$ cat config.mk
export PLATFORM = sky130hd
export DESIGN_NAME = store_buffer
export DESIGN_NICKNAME = d
export VERILOG_FILES = /design/src/rtl/store_buffer.sv
export SDC_FILE = /design/constraint.sdc
export NUM_CORES = 1
export LEC_CHECK = 0
export BUFFER_PORTS_ARGS = -buffer_cell sky130_fd_sc_hd__buf_2
export CORE_MARGIN = 3
export CORE_UTILIZATION = 35
export CTS_BUF_LIST = sky130_fd_sc_hd__clkbuf_8
export DETAILED_ROUTE_END_ITERATION = 10
export PLACE_DENSITY = 0.55
export SLEW_MARGIN = 40
export SYNTH_ARGS = -nofsm -noshare
export SYNTH_HDL_FRONTEND = slang
export SYNTH_SLANG_ARGS = --single-unit
$ cat constraint.sdc
create_clock -name i_clk -period 7.6 [get_ports i_clk]
set_clock_uncertainty 0.05 [all_clocks]
set_input_delay 1.14 -clock i_clk [delete_from_list [all_inputs] [get_ports i_clk]]
set_output_delay 1.14 -clock i_clk [all_outputs]
set_load 0.01 [all_outputs]
$ cat src/rtl/store_buffer.sv
// Store buffer between MEM-stage store/load requests and a single-port data memory.
// Define STBUF_FWD_EN to forward buffered store data to loads; otherwise matching loads stall.
module store_buffer #(
  parameter int unsigned DEPTH        = 4,
  parameter int unsigned MATCH_W      = 5,
  parameter int unsigned STARVE_LIMIT = 3
) (
  input  logic                     i_clk,
  input  logic                     i_reset,
  input  logic                     i_st_valid,
  input  logic [31:0]              i_st_addr,
  input  logic [31:0]              i_st_data,
  output logic                     o_st_ready,
  input  logic                     i_ld_valid,
  input  logic [31:0]              i_ld_addr,
  output logic [31:0]              o_ld_data,
  output logic                     o_ld_stall,
  output logic                     o_mem_we,
  output logic                     o_mem_re,
  output logic [31:0]              o_mem_addr,
  output logic [31:0]              o_mem_wdata,
  input  logic [31:0]              i_mem_rdata,
  output logic [$clog2(DEPTH):0]   o_count,
  output logic                     o_empty
);

  localparam int unsigned PW = $clog2(DEPTH);
  localparam int unsigned CW = PW + 1;
  localparam int unsigned SW = (STARVE_LIMIT < 1) ? 1 : $clog2(STARVE_LIMIT + 1);

  logic [31:0]   r_addr [DEPTH];
  logic [31:0]   r_data [DEPTH];
  logic [PW-1:0] r_head;
  logic [PW-1:0] r_tail;
  logic [CW-1:0] r_count;
  logic [SW-1:0] r_starve;

  logic w_full;
  logic w_nonempty;
  logic w_starved;
  logic w_push;
  logic w_drain;
  logic w_ld_win;
  logic w_force;
  logic w_fwd_hit;
`ifdef STBUF_FWD_EN
  logic [31:0] w_fwd_data;
`endif

  assign w_full     = (r_count == CW'(DEPTH));
  assign w_nonempty = (r_count != '0);
  assign w_starved  = (r_starve == SW'(STARVE_LIMIT));
  assign o_st_ready = !i_reset && !w_full;
  assign w_push     = i_st_valid && o_st_ready;
  assign o_count    = r_count;
  assign o_empty    = (r_count == '0);

  // Walk from oldest to youngest so the last hit is the youngest matching store.
  always_comb begin
    w_fwd_hit  = 1'b0;
`ifdef STBUF_FWD_EN
    w_fwd_data = '0;
`endif
    for (int unsigned k = 0; k < DEPTH; k++) begin
      if ((CW'(k) < r_count) &&
          (r_addr[r_head + PW'(k)][MATCH_W-1:0] == i_ld_addr[MATCH_W-1:0])) begin
        w_fwd_hit  = 1'b1;
`ifdef STBUF_FWD_EN
        w_fwd_data = r_data[r_head + PW'(k)];
`endif
      end
    end
  end

`ifdef STBUF_FWD_EN
  assign w_force = w_nonempty && (w_full || w_starved);
`else
  // Without forwarding, a load hitting the buffer must wait until the entry reaches memory.
  assign w_force = w_nonempty && (w_full || w_starved || (i_ld_valid && w_fwd_hit));
`endif

  always_comb begin
    w_drain     = 1'b0;
    w_ld_win    = 1'b0;
    o_ld_stall  = 1'b0;
    o_ld_data   = '0;
    o_mem_we    = 1'b0;
    o_mem_re    = 1'b0;
    o_mem_addr  = '0;
    o_mem_wdata = '0;
    if (!i_reset) begin
      if (w_force) begin
        w_drain    = 1'b1;
        o_ld_stall = i_ld_valid;
      end else if (i_ld_valid) begin
        w_ld_win   = 1'b1;
        o_mem_re   = 1'b1;
        o_mem_addr = i_ld_addr;
`ifdef STBUF_FWD_EN
        o_ld_data  = w_fwd_hit ? w_fwd_data : i_mem_rdata;
`else
        o_ld_data  = i_mem_rdata;
`endif
      end else if (w_nonempty) begin
        w_drain = 1'b1;
      end
      if (w_drain) begin
        o_mem_we    = 1'b1;
        o_mem_addr  = r_addr[r_head];
        o_mem_wdata = r_data[r_head];
      end
    end
  end

  always_ff @(posedge i_clk) begin
    if (i_reset) begin
      r_head   <= '0;
      r_tail   <= '0;
      r_count  <= '0;
      r_starve <= '0;
    end else begin
      if (w_push) r_tail <= r_tail + PW'(1);
      if (w_drain) r_head <= r_head + PW'(1);
      if (w_push && !w_drain) begin
        r_count <= r_count + CW'(1);
      end else if (!w_push && w_drain) begin
        r_count <= r_count - CW'(1);
      end
      if (w_drain || !w_nonempty) begin
        r_starve <= '0;
      end else if (w_ld_win && !w_starved) begin
        r_starve <= r_starve + SW'(1);
      end
    end
  end

  // Entry storage needs no reset: occupancy alone decides which slots are live.
  always_ff @(posedge i_clk) begin
    if (w_push) begin
      r_addr[r_tail] <= i_st_addr;
      r_data[r_tail] <= i_st_data;
    end
  end

endmodule

==> summary.md <==
| Metric | Value |
|---|---|
| Status | finished, final reports clean |
| Syn Std Cell Area | 11,480 um2 |
| CP Max Fanout | 41 |
| Slowest-stage cell, CP | dfxtp_4 |
| PostCTS Resize Cnt | 0 |
| RSZ-0062 raised after global routing | no |
| Final GP Congestion | 0.8110 |
| Syn_nets | 780 |
| Die area | 35,020 um2 |
| First DRT Iteration DRCs | 319 |
| Hold_sp | r_starve[1] |
| DR WL/cell | 19.09 um |
| Endpoints failing setup | 0 |
| CTS Hold Buffers Added | 0 |
| Drt drc | 0 |
| Post-layout minimum cycle time | 5.105 ns |
| Post-synth EDFFs | 256 |
| Simple-Gate Fraction of Synth Area | 0.07005 |
| Clock Latency Late Sink | 0.53 ns |
| Layout Nets | 1,028 |
| Routed Antenna Nets | 0 |
| Setup CP Type | flip-flop to output pin |
| Achievable clock frequency | 195.9 MHz |
| Hold Crit Depth | 2 |
| Sequential share of the synthesized area | 0.6885 |
| Vias in the first global route | 7,072 |
| Hold Path Sink | r_starve[1] |
| Critical path buffer and inverter count | 3 |
| Area contributors post-synth | edfxtp_1, mux4_2, mux2i_1 |
| Worst setup EP type | output pin |
| Post-DP HPWL | 16,450 um |
| Netlist cell types | 42 |
| Post-CTS Setup Bufs | 0 |
| Area leader, netlist | edfxtp_1 |
| Worst Path Required | 6.41 ns |
| Compound-Gate Fraction of Synth Area | 0.01580 |
| Largest family of logic cells by synthesized area | multiplexers |
| Fraction of layout cells with a size suffix above 1 | 0.4239 |
| Post-Route WL | 25,870 um |
| Setup WS pre-CTS | 2.673 ns |
| Yosys warns | 0 |
| Max Slew Vio Count | 0 |
| Hold WC Path Type | flip-flop to flip-flop |
| DP Area | 13,100 um2 |
| CTS tree | built |
| Synth Register Bits | 267 |
| Drt first pass iters | 4 |
| Total grt overflow | 0 |
| CTS Sinks | 267 |
| Initial antenna violation count | 6 |
| Ports | 236 |
| DR vias/cell | 4.799 |
| Worst Setup Start Kind | flip-flop |
| Final period utilization | 0.6717 |
| Die width | 187.1 um |
| Synth Area in Adders | 0.01089 |
| # rows | 65 |
| H-tree depth | 2 |
| Mean Syn Cell Area | 18.00 um2 |
| Share of the synthesized area in the top cell type | 0.6694 |
| Pin count of the biggest net entering global routing | 66 |
| Fin area | 13,960 um2 |
| Synthesis-to-finish area growth | 21.52% |
| Fin worst setup slack | 2.495 ns |
| Crit-path cells | mux4_2 -> xnor2_1 -> nand4_1 -> a311oi_1 -> nor4_4 -> a21oi_4 -> buf_4 -> buf_12 -> mux2i_1 -> buf_2 |
| Top post-synthesis cells by count | edfxtp_1, mux4_2, nand2_1, mux2i_1, and3_1 |
| Mux contribution to synthesized area | 0.1722 |
| Tot Pwr | 0.004207 W |
| R2r setup slk | 4.18 ns |
| CTS root buf | clkbuf_8 |
| Vias | 6,503 |
| Leak | 5.207 nW |
| Core Area | 31,960 um2 |
| Hold Fails Final Rpt | 0 |
| PwrDens | 301.4 nW/um2 |
| Primary FF master, synth | edfxtp_1 |
| Number of max-cap violations | 0 |
| Synth Area in XOR/XNOR | 0.01830 |
| Global-route wire length before repair | 40,370 um |
| Die Height | 187.1 um |
| CP peak stage delay | 0.63 ns |
| Count leader, synth | edfxtp_1 |
| Clock-pin slew on the worst setup and hold paths | 0.06 ns |
| Gate Count Post-Synth | 638 |
| Worst slew margin | 0.5434 |
| FF-to-FF End | o_count[2] |
| Clock Path Buffers | 3 |
| Port Buffer Count | 235 |
| FF-to-FF path depth | 10 |
| Actual slew at the worst max-slew pin | 0.6849 ns |
| CTS buffer count | 45 |
| Crit path arrival time | 3.92 ns |
| Post-synth ARST share | 0 |
| CP delay by family, top | multiplexers |
| Initial core utilization | 0.3593 |
| Total negative slack | 0 ns |
| GRT Total Usage | 0.1467 |
| Ant. Diodes | 0 |
| Worst VDD drop | 0.0002383 V |
routing by layer:
layer / global-route usage / share of wire
met5: 0 / 0.0025
met4: 0.04245 / 0.018
met3: 0.04254 / 0.075
met2: 0.2415 / 0.48
met1: 0.1899 / 0.43
cell type report:
class / count / area (um2)
inverters: 8 / 30.03
multi-input cells: 318 / 3323
repair buffers: 246 / 1308
clock inverters: 32 / 160.2
clock buffers: 49 / 674.4
well taps: 435 / 544.3
fillers: 2916 / 18010
flip-flops and latches: 267 / 7916
kinds of logic after synthesis:
| group | Yosys count |
|---|---|
| flops | 267 |
| buf+inv | 53 |
| fa+ha+maj | 10 |
| mux | 111 |
| simple gates | 153 |
| xor+xnor | 24 |
| compound gates | 20 |
report_power, final:
part | leakage [nW] | switching (W) | internal [W]
Clock | 0.461 | 0.000541 | 0.000626
Combinational | 2.33 | 0.000629 | 0.000593
Sequential | 2.42 | 0.0000999 | 0.00172
Total | 5.21 | 0.00127 | 0.00294
metrics by stage:
step | instances | hold slack [ns] | util
after floorplan | 638 | 0.4176 | -
final | 1355 | 0.4619 | 0.4366
after CTS | 1354 | 0.4673 | 0.4360
after global routing | 1355 | 0.4914 | 0.4366
after detailed placement | 1273 | 0.4541 | 0.4099
after global placement | 1271 | 0.4395 | 0.4082
flip-flops by register name (all words and copies together) (netlist names), named ones only:
signal and cells:
r_addr 128, r_head 2, o_count 3, r_tail 2, r_data 128, r_starve 2
worst max-delay path by stage:
stage                  from  depth (start not counted)  slack [ns]             end
2_1_floorplan  i_ld_addr[3]                          9        3.23  o_mem_addr[23]
3_3_place_gp   i_ld_addr[3]                          9        2.73  o_mem_addr[17]
3_5_place_dp   i_ld_addr[3]                          9        2.67  o_mem_addr[25]
4_1_cts           flip-flop                          9        2.30  o_mem_addr[25]
5_1_grt           flip-flop                         10        2.16  o_mem_addr[29]
6_report          flip-flop                         10        2.49  o_mem_addr[24]
tightest hold or removal path: cells and delay by family, from the launching register on:
family	cells	cell delay [ns]
flops	1	0.33
mux	1	0.07
simple gates	1	0.08
placed cells by master, fill, tap and decap left out, types with 14 or more instances in the layout:
master	instances
mux4_2	69
inv_1	17
nand2_1	57
buf_2	235
and3_1	32
and2_1	33
edfxtp_1	256
clkinv_1	14
mux2i_1	39
xnor2_1	14
clkbuf_8	49
(Power assumes the default switching activity.)
